## config.mk

```make
export PLATFORM = sky130hd
export DESIGN_NAME = rst_sequencer_flat
export DESIGN_NICKNAME = d
export VERILOG_FILES = /design/src/rtl/rst_sequencer_if.sv /design/src/rtl/rst_sequencer.sv /design/src/flat_wrapper.sv
export SDC_FILE = /design/constraint.sdc
export NUM_CORES = 1
export LEC_CHECK = 0
export ABC_CLOCK_PERIOD_IN_PS = 1930
export CAP_MARGIN = 5
export CORE_AREA = 2 2 55 44
export DETAILED_ROUTE_END_ITERATION = 8
export DIE_AREA = 0 0 57 46
export GPL_ROUTABILITY_DRIVEN = 0
export GPL_TIMING_DRIVEN = 1
export PLACE_DENSITY = 0.81
export SLEW_MARGIN = 15
export SYNTH_ARGS = -nofsm -noshare
export SYNTH_HDL_FRONTEND = slang
export SYNTH_SLANG_ARGS = --single-unit
```

## constraint.sdc

```tcl
create_clock -name clk_i -period 1.93 [get_ports clk_i]
set_clock_uncertainty 0.05 [all_clocks]
set_input_delay 0.2895 -clock clk_i [delete_from_list [all_inputs] [get_ports clk_i]]
set_output_delay 0.2895 -clock clk_i [all_outputs]
set_load 0.01 [all_outputs]
```

## src/rtl/rst_sequencer_if.sv

```systemverilog
// rst_sequencer_if: bundles the reset-request inputs and the staged reset
// outputs of rst_sequencer. The master side drives the requests, and the
// slave side (the sequencer) drives the reset vector and status.
interface rst_sequencer_if #(
  parameter int NumDomains = 3
);
  logic                  pll_locked_i;
  logic                  rst_btn_i;
  logic                  sw_rst_req_i;
  logic [NumDomains-1:0] rst_no;
  logic                  rst_done_o;
  logic [1:0]            rst_cause_o;

  modport master (
    output pll_locked_i,
    output rst_btn_i,
    output sw_rst_req_i,
    input  rst_no,
    input  rst_done_o,
    input  rst_cause_o
  );

  modport slave (
    input  pll_locked_i,
    input  rst_btn_i,
    input  sw_rst_req_i,
    output rst_no,
    output rst_done_o,
    output rst_cause_o
  );
endinterface

```

## src/rtl/rst_sequencer.sv

```systemverilog
// rst_sequencer: staged reset release for NumDomains reset domains.
// After power-on, and after any later reset request, every domain is held in
// reset. Once the hold period ends, domains are released one at a time in
// ascending bit order, StageDelay cycles apart.
// Any of the following sends every domain back into reset on a single edge:
//   - loss of PLL lock (synchronised)
//   - a debounced button press
//   - a software request
// The cause of the most recent reset is recorded in rst_cause_o.
// Parameters must all be >= 1.
module rst_sequencer #(
  parameter int NumDomains     = 3,
  parameter int StageDelay     = 16,
  parameter int DebounceCycles = 4
) (
  input  logic           clk_i,
  input  logic           rst_i,
  rst_sequencer_if.slave bus
);

  localparam int CntW = $clog2(StageDelay + 1);
  localparam int DbW  = $clog2(DebounceCycles + 1);
  localparam int IdxW = (NumDomains > 1) ? $clog2(NumDomains) : 1;

  localparam logic [CntW-1:0]       CntLast  = CntW'(StageDelay - 1);
  localparam logic [DbW-1:0]        DbMax    = DbW'(DebounceCycles);
  localparam logic [IdxW-1:0]       IdxLast  = IdxW'(NumDomains - 1);
  localparam logic [NumDomains-1:0] DomFirst = NumDomains'(1);

  localparam logic [1:0] CausePor = 2'b00;
  localparam logic [1:0] CausePll = 2'b01;
  localparam logic [1:0] CauseBtn = 2'b10;
  localparam logic [1:0] CauseSw  = 2'b11;

  typedef enum logic [1:0] {
    HOLD,
    RELEASE,
    RUN
  } state_e;

  logic lock_meta_q, lock_s_q;
  logic btn_meta_q, btn_s_q;

  logic [DbW-1:0] db_cnt_q, db_cnt_d;
  logic           btn_db;

  logic trig_pll, trig_btn, trig_sw, trig_any;
  logic [1:0] cause_sel;

  state_e                state_q, state_d;
  logic [CntW-1:0]       cnt_q, cnt_d;
  logic [IdxW-1:0]       idx_q, idx_d;
  logic [NumDomains-1:0] rst_n_q, rst_n_d;
  logic                  done_q, done_d;
  logic [1:0]            cause_q, cause_d;

  // Two-flop synchronisers for the asynchronous lock and button inputs
  always_ff @(posedge clk_i or posedge rst_i) begin
    if (rst_i) begin
      lock_meta_q <= 1'b0;
      lock_s_q    <= 1'b0;
      btn_meta_q  <= 1'b0;
      btn_s_q     <= 1'b0;
    end else begin
      lock_meta_q <= bus.pll_locked_i;
      lock_s_q    <= lock_meta_q;
      btn_meta_q  <= bus.rst_btn_i;
      btn_s_q     <= btn_meta_q;
    end
  end

  // Debounce: count consecutive high samples, saturate at the threshold, clear on any low
  always_comb begin
    db_cnt_d = db_cnt_q;
    if (!btn_s_q) begin
      db_cnt_d = '0;
    end else if (db_cnt_q != DbMax) begin
      db_cnt_d = db_cnt_q + DbW'(1);
    end
  end

  // Debounce counter register
  always_ff @(posedge clk_i or posedge rst_i) begin
    if (rst_i) begin
      db_cnt_q <= '0;
    end else begin
      db_cnt_q <= db_cnt_d;
    end
  end

  assign btn_db   = (db_cnt_q == DbMax);
  assign trig_pll = ~lock_s_q;
  assign trig_btn = btn_db;
  assign trig_sw  = bus.sw_rst_req_i;
  assign trig_any = trig_pll | trig_btn | trig_sw;

  // Highest-priority active trigger, recorded as the cause on reassertion
  always_comb begin
    cause_sel = CauseSw;
    if (trig_pll) begin
      cause_sel = CausePll;
    end else if (trig_btn) begin
      cause_sel = CauseBtn;
    end
  end

  // Sequencer next state: hold period, staged release, and reassertion on any trigger
  always_comb begin
    state_d = state_q;
    cnt_d   = cnt_q;
    idx_d   = idx_q;
    rst_n_d = rst_n_q;
    done_d  = done_q;
    cause_d = cause_q;
    unique case (state_q)
      HOLD: begin
        rst_n_d = '0;
        done_d  = 1'b0;
        if (trig_pll || trig_btn) begin
          cnt_d = '0;
        end else if (cnt_q == CntLast) begin
          rst_n_d = DomFirst;
          cnt_d   = '0;
          idx_d   = '0;
          if (NumDomains == 1) begin
            state_d = RUN;
            done_d  = 1'b1;
          end else begin
            state_d = RELEASE;
          end
        end else begin
          cnt_d = cnt_q + CntW'(1);
        end
      end
      RELEASE: begin
        if (trig_any) begin
          state_d = HOLD;
          rst_n_d = '0;
          done_d  = 1'b0;
          cnt_d   = '0;
          idx_d   = '0;
          cause_d = cause_sel;
        end else if (cnt_q == CntLast) begin
          rst_n_d = (rst_n_q << 1) | DomFirst;
          idx_d   = idx_q + IdxW'(1);
          cnt_d   = '0;
          if ((idx_q + IdxW'(1)) == IdxLast) begin
            state_d = RUN;
            done_d  = 1'b1;
          end
        end else begin
          cnt_d = cnt_q + CntW'(1);
        end
      end
      RUN: begin
        if (trig_any) begin
          state_d = HOLD;
          rst_n_d = '0;
          done_d  = 1'b0;
          cnt_d   = '0;
          idx_d   = '0;
          cause_d = cause_sel;
        end
      end
      default: begin
        state_d = HOLD;
        rst_n_d = '0;
        done_d  = 1'b0;
        cnt_d   = '0;
        idx_d   = '0;
      end
    endcase
  end

  // Sequencer registers; reset outputs come straight from these flops
  always_ff @(posedge clk_i or posedge rst_i) begin
    if (rst_i) begin
      state_q <= HOLD;
      cnt_q   <= '0;
      idx_q   <= '0;
      rst_n_q <= '0;
      done_q  <= 1'b0;
      cause_q <= CausePor;
    end else begin
      state_q <= state_d;
      cnt_q   <= cnt_d;
      idx_q   <= idx_d;
      rst_n_q <= rst_n_d;
      done_q  <= done_d;
      cause_q <= cause_d;
    end
  end

  assign bus.rst_no      = rst_n_q;
  assign bus.rst_done_o  = done_q;
  assign bus.rst_cause_o = cause_q;

endmodule

```

## src/flat_wrapper.sv

```systemverilog
// flat-port wrapper written by rule: the top's interface ports become plain ports
module rst_sequencer_flat 
#(
  parameter int NumDomains     = 3,
  parameter int StageDelay     = 16,
  parameter int DebounceCycles = 4
)
  (clk_i, rst_i, bus_pll_locked_i, bus_rst_btn_i, bus_sw_rst_req_i, bus_rst_no, bus_rst_done_o, bus_rst_cause_o);
  rst_sequencer_if #(.NumDomains(NumDomains)) bus_i ();
  input  logic clk_i;
  input  logic rst_i;
  input wire logic [$bits(bus_i.pll_locked_i)-1:0] bus_pll_locked_i;
  input wire logic [$bits(bus_i.rst_btn_i)-1:0] bus_rst_btn_i;
  input wire logic [$bits(bus_i.sw_rst_req_i)-1:0] bus_sw_rst_req_i;
  output wire logic [$bits(bus_i.rst_no)-1:0] bus_rst_no;
  output wire logic [$bits(bus_i.rst_done_o)-1:0] bus_rst_done_o;
  output wire logic [$bits(bus_i.rst_cause_o)-1:0] bus_rst_cause_o;
  assign bus_i.pll_locked_i = bus_pll_locked_i;
  assign bus_i.rst_btn_i = bus_rst_btn_i;
  assign bus_i.sw_rst_req_i = bus_sw_rst_req_i;
  assign bus_rst_no = bus_i.rst_no;
  assign bus_rst_done_o = bus_i.rst_done_o;
  assign bus_rst_cause_o = bus_i.rst_cause_o;
  rst_sequencer #(.NumDomains(NumDomains), .StageDelay(StageDelay), .DebounceCycles(DebounceCycles)) u_core (.clk_i(clk_i), .rst_i(rst_i), .bus(bus_i));
endmodule
```

==> flow_metrics.py, run 1 <==
metrics = {
    "outcome": {
        "status": "complete, no violations",
    },
    "die": {
        "ioPinCount": 11,
        "start_util_pct": 52.1,
        "floorplan.rows": 15,
        "die_area_mm2": 0.00262,
        "die_width_um": 57,
        "fp.dieH_um": 46,
        "core_area_mm2": 0.00214,
    },
    "power": {
        "finalPower_mw": 1.07,
        "power.density_cell_area_mw_per_mm2": 793,
        "p_comb_share_pct": 17.6,
        "ir_drop_mv": 0.649,
        "share_seq_of_total_power_pct": 49.6,
        "p_int_uw": 800,
        "p_sw_share_pct": 25.0,
        "p_switching_uw": 267,
        "pwr-share-clk_pct": 32.9,
        "p_leak_nw": 0.646,
    },
    "cts": {
        "ctsHtreeMaxLevel": 1,
        "clkTransAtPathRegs_ps": 120,
        "cts.sinks": 22,
        "tritoncts.num_buffers": 3,
        "cts-root-to-sink-buffers": 2,
        "cts_root_buf": "clkbuf_4",
        "clk-insertion-delay-late_ps": 310,
        "tritoncts_clock_tree": "yes",
    },
    "logic_synthesis": {
        "synth_top_area_share_pct": 49.4,
        "async_set_or_reset_flop_fraction_in_the_synthesized_netlist_pct": 100,
        "yosysWarnings": 0,
        "post-synth-top-area-cell": "dfrtp_1",
        "syn-num-nets": 120,
        "synthesis.instances": 108,
        "synthTopCellsByCount": "dfrtp_1, inv_1, a21oi_1, nand2_1, ha_1",
        "synth.yosys.seq_area_share_pct": 49.4,
        "synth_area_mm2": 0.00111,
        "synth_most_common_cell": "dfrtp_1",
        "synth_enable_flop_cells": 0,
        "ys_seq_elements": 22,
        "synthDistinctLibCells": 37,
        "synth_area_per_cell_um2": 10.3,
        "ys_top_cells_by_area": "dfrtp_1, ha_1, inv_1, a21oi_1, nand3_1",
        "postSynth.topFlopCell": "dfrtp_1",
    },
    "setup_path": {
        "crit-reg2reg-capture": "u_core.idx_q[0]",
        "worst_r2r_path_depth": 6,
        "critPathRequiredTime_ps": 2130,
        "crit_arrival_ps": 2040,
        "end_kind": "flip-flop",
        "critical_path_peak_fanout": 8,
        "cp-start-kind": "flip-flop",
        "r2r_slack_ps": 90,
        "ff_to_ff_start": "u_core.db_cnt_q[1]",
        "timing.setup.critical_path_class": "reg2reg",
    },
    "global_routing": {
        "overflow": 0,
        "grt_util_all_layers_pct": 18.9,
        "grt_antenna_before_repair": 0,
        "grt_max_degree": 23,
        "wire_length_of_the_first_global_routing_pass_um": 3660,
        "first_global_vias": 802,
    },
    "timing": {
        "final_max_slew_viol_count": 0,
        "unrepaired_setup_endpoints_after_global_routing": "no",
        "slew_headroom_pct": 78.0,
        "finalHoldViolCount": 0,
        "fin_tns_setup_ps": 0,
        "number_of_endpoints_failing_setup_at_the_final_stage": 0,
        "worst_slew_pin_slew_ps": 330,
        "max_freq_ghz": 0.543,
        "min_period_over_period_pct": 95.4,
        "period_minus_slack_ps": 1840,
        "final.setup.worst_slack_ps": 89.3,
    },
    "final_layout": {
        "num-nets-final": 141,
        "syn2layout_area_growth_pct": 20.7,
        "insertedDiodeCount": 0,
        "drive_above_1_share_pct": 14.8,
    },
    "job": {
        "cap_violations": 0,
    },
    "routing": {
        "count_of_tritonroute_iterations_in_the_first_routing_pass": 4,
        "drt-vias-per-instance": 5.75,
        "drt_wl_total_um": 2260,
        "routedWlPerCell_um": 14.8,
        "route.vias.total": 880,
        "drc": 0,
        "drt_first_iter_violations": 33,
        "ant_nets": 0,
    },
    "placed_design": {
        "post-dp-hpwl_um": 1710,
        "portBuffers": 10,
        "pre_cts_ws_ps": 50.5,
    },
    "worst_hold_path": {
        "hold_class": "in2async",
    },
}
-- worst max-delay path, cell delays in order, from the launching register on --
cell	delay, ps
dfrtp_1	400
inv_1	70
ha_2	210
a21bo_4	250
or3_4	400
or3_1	330
o21ai_2	60
-- logic make-up (layout without fill, tap and decap cells) --
logic type	Yosys count	count (layout)	share of synthesized area, %
AND/OR/NAND/NOR	33	33	16.2
XOR/XNOR	1	1	0.786
flip-flops	22	22	49.4
adder cells (fa/ha/maj)	7	7	7.86
buffers and inverters	13	33	5.16
AO/OA/AOI/OAI	32	32	20.7
-- sequential cells by signal, indices dropped and copies added (netlist names) --
| register | flops |
|---|---|
| u_core.bus.rst_no | 3 |
| u_core.btn_meta_q | 1 |
| u_core.bus.rst_cause_o | 2 |
| u_core.db_cnt_q | 3 |
| u_core.bus.rst_done_o | 1 |
| u_core.lock_meta_q | 1 |
| u_core.lock_s_q | 1 |
| u_core.idx_q | 2 |
| u_core.state_q | 2 |
| u_core.cnt_q | 5 |
| u_core.btn_s_q | 1 |
-- placed cells by master (no fill, tap or decap), drive strengths merged, types with 2 or more instances in the layout --
cell,n
a211oi,2
a21boi,2
a21o,2
a21oi,8
a311oi,2
a31o,2
buf,8
clkbuf,3
clkdlybuf4s50,10
dfrtp,22
ha,7
inv,11
nand2,8
nand3,6
nor2,6
nor2b,2
nor3,2
o21ai,7
or3,3
-- through the flow --
step | hold WS (ps) | std cells | area (um^2) | util [%]
2_1_floorplan | 229 | 108 | 1110 | -
3_3_place_gp | 286 | 148 | 1280 | 59.9
3_5_place_dp | 294 | 148 | 1280 | 59.9
4_1_cts | 252 | 152 | 1340 | 62.4
5_1_grt | 275 | 153 | 1350 | 62.9
6_report | 237 | 153 | 1350 | 62.9
-- worst max-delay path by stage --
stage | from | to | slack (ps) | cells after the start
CTS | u_core.db_cnt_q[1] | u_core.idx_q[0] | 20 | 6
floorplan | u_core.db_cnt_q[0] | u_core.idx_q[0] | 160 | 6
global placement | bus_sw_rst_req_i | u_core.state_q[1] | 100 | 5
finish | u_core.db_cnt_q[1] | u_core.idx_q[0] | 90 | 6
global route | u_core.db_cnt_q[1] | u_core.idx_q[0] | 9 | 6
detailed placement | u_core.db_cnt_q[1] | u_core.idx_q[0] | 50 | 6
-- final cells by class --
type | instances | area, um^2
inverter | 11 | 41.3
clock buffer | 3 | 22.5
sequential | 22 | 551
tap | 25 | 31.3
multi-input combinational | 73 | 509
clock inverter | 1 | 30.0
fill | 177 | 795
timing repair buffer | 18 | 160
-- routing by layer --
layer / vias up / GRT usage, % / part of all wire [%]
met2: 34 / 33.3 / 48
met5: - / 0 / 0
met4: 0 / 4.65 / 0.97
met3: 4 / 5.68 / 6.2
met1: 418 / 23.1 / 44
li1: 424 / - / -
-- timing repair --
action | in CTS | in global routing
buffers inserted | 0 | 1
resized for setup | 0 | 1
hold buffers | 0 | 0
setup endpoints to repair | 0 | 4
-- power by group through the flow --
stage                     combinational [mW]  clock [mW]  sequential, mW
after floorplan                       0.0970           0           0.537
after global placement                 0.166           0           0.533
after detailed placement               0.179           0           0.538
after CTS                              0.181       0.353           0.529
after global routing                   0.207       0.376           0.535
final                                  0.187       0.351           0.529
Note: power is estimated with default switching activity, not from simulation.
==> run 2, diff against run 1 <==
- PLACE_DENSITY: 0.81 -> 0.76
==> run 2 against run 1 <==
Effect of this change:
- routed wire length is 6.6% lower
- setup slack better by 30 ps
- die area unchanged
- worst hold slack improved by 12 ps
- total power fell by 1.9%
- first-iteration DRC count down 3.0%
- core utilization unchanged
- via count decreased by 0.57%
- critical endpoint unchanged
==> flow_metrics.py, run 2 (synthesis gave the netlist of run 1 again) <==
metrics = {
    "cts": {
        "cts.sinks": 22,
        "ctsHtreeMaxLevel": 1,
        "cts-root-to-sink-buffers": 2,
        "clkTransAtPathRegs_ps": 120,
        "cts_root_buf": "clkbuf_4",
        "clk-insertion-delay-late_ps": 300,
        "cts_hold_buf": 0,
        "post-cts-setup-buffers": 0,
        "tritoncts.num_buffers": 3,
        "tritoncts_clock_tree": "yes",
    },
    "global_routing": {
        "overflow": 0,
        "grt_antenna_before_repair": 0,
        "grt_util_all_layers_pct": 18.0,
        "grt_max_degree": 23,
        "first_global_vias": 785,
        "wire_length_of_the_first_global_routing_pass_um": 3480,
    },
    "timing": {
        "holdWs_ps": 249,
        "min_period_over_period_pct": 93.8,
        "final_max_slew_viol_count": 0,
        "number_of_endpoints_failing_setup_at_the_final_stage": 0,
        "finalHoldViolCount": 0,
        "fin_tns_setup_ps": 0,
        "period_minus_slack_ps": 1810,
        "worst_slew_pin_slew_ps": 276,
        "slew_headroom_pct": 81.4,
        "unrepaired_setup_endpoints_after_global_routing": "no",
        "max_freq_ghz": 0.552,
        "final.setup.worst_slack_ps": 120,
    },
    "placed_design": {
        "pre_cts_ws_ps": 79.5,
        "portBuffers": 10,
        "post-dp-hpwl_um": 1620,
        "detailed_place.area_mm2": 0.00129,
        "place_inst": 149,
    },
    "routing": {
        "ant_nets": 0,
        "drc": 0,
        "drt-vias-per-instance": 5.72,
        "drt_first_iter_violations": 32,
        "count_of_tritonroute_iterations_in_the_first_routing_pass": 4,
        "drt_wl_total_um": 2110,
        "routedWlPerCell_um": 13.8,
        "route.vias.total": 875,
    },
    "setup_path": {
        "end_kind": "flip-flop",
        "timing.setup.critical_path_class": "reg2reg",
        "crit_path_top_delay_cell": "or3_4",
        "critPathRequiredTime_ps": 2120,
        "critical_path_peak_fanout": 8,
        "critical_path.cell_chain": "inv_1 > ha_2 > a21bo_4 > or3_4 > or3_1 > o21ai_2",
        "cp-start-kind": "flip-flop",
        "crit_arrival_ps": 2000,
        "r2r_slack_ps": 120,
        "cp_slowest_stage_delay_ps": 400,
    },
    "die": {
        "core_area_mm2": 0.00214,
        "die_area_mm2": 0.00262,
        "start_util_pct": 52.1,
        "die_width_um": 57,
        "ioPinCount": 11,
        "fp.dieH_um": 46,
        "floorplan.rows": 15,
    },
    "worst_hold_path": {
        "hold_class": "in2async",
    },
    "final_layout": {
        "syn2layout_area_growth_pct": 20.7,
        "insertedDiodeCount": 0,
        "num-nets-final": 141,
        "largest_register_ffs": 5,
        "max_flop_register": "u_core.cnt_q",
        "fillers": 174,
        "layout.cell_area.non_filler_mm2": 0.00135,
        "commonest_non_fill_non_tap_cell_in_the_layout": "dfrtp_1",
        "register_area_um2": 551,
        "fin_cells": 153,
        "multi_input_area_um2": 509,
        "drive_above_1_share_pct": 14.8,
        "layout.cells.most_common_list": "dfrtp_1, inv_1, clkdlybuf4s50_1",
    },
    "power": {
        "ir_drop_mv": 0.714,
        "power.density_cell_area_mw_per_mm2": 778,
        "p_leak_nw": 0.646,
    },
    "outcome": {
        "status": "complete, no violations",
    },
    "job": {
        "cap_violations": 0,
    },
}
## run 2: cell counts in the layout (fill, tap and decap cells not counted)
Identical to the previous run, type by type.
## run 2: final cells by class
class	instances	area share, %
Inverter	11	3.07
Clock inverter	1	2.23
Clock buffer	3	1.67
Multi-Input combinational cell	73	37.9
Tap cell	25	2.33
Sequential cell	22	40.9
Timing Repair Buffer	18	11.9
## run 2: metrics by stage
| stage | total power, mW | util [%] |
|---|---|---|
| 6_report | 1.05 | 62.9 |
| 5_1_grt | 1.11 | 62.9 |
| 4_1_cts | 1.05 | 62.7 |
| 3_5_place_dp | 0.709 | 60.3 |
| 3_3_place_gp | 0.703 | 60.3 |
| 2_1_floorplan | 0.634 | - |
## run 2: report_power, final
group / internal (mW) / leakage (nW) / switching [mW]
combinational: 0.0886 / 0.329 / 0.0871
sequential: 0.497 / 0.289 / 0.0302
clock: 0.210 / 0.0279 / 0.134
total: 0.796 / 0.646 / 0.251
## run 2: worst max-delay path: cells and delay by family (launching register included)
kind | cells | cell delay [ps]
AOI/OAI and AO/OA | 2 | 310
adders and majority gates | 1 | 220
buffers and inverters | 1 | 70
DFF | 1 | 370
and+or+nand+nor | 2 | 730
## run 2: worst paths after layout
check,endpoint,from,cells past startpoint
worst max-delay path,u_core.idx_q[0],u_core.db_cnt_q[0],6
worst min-delay path,u_core.db_cnt_q[0],rst_i,3
worst max register to register,u_core.idx_q[0],u_core.db_cnt_q[0],6
worst min register to register,u_core.btn_s_q,u_core.btn_meta_q,0
max in group asynchronous,u_core.state_q[1],rst_i,3
min in group clk_i,u_core.btn_s_q,u_core.btn_meta_q,0
## run 2: metal layers
layer	vias up	track usage (%)	wire length [um]
li1	424	-	-
met1	406	24.4	1010
met2	43	26.9	904
met3	2	7.10	189
met4	0	5.12	6
met5	-	0	0
## run 2: what timing repair did
item                                    4_1_cts  5_1_grt
gates resized for setup                       0        1
hold endpoints to repair                      0        0
endpoints found under the setup margin        0        3
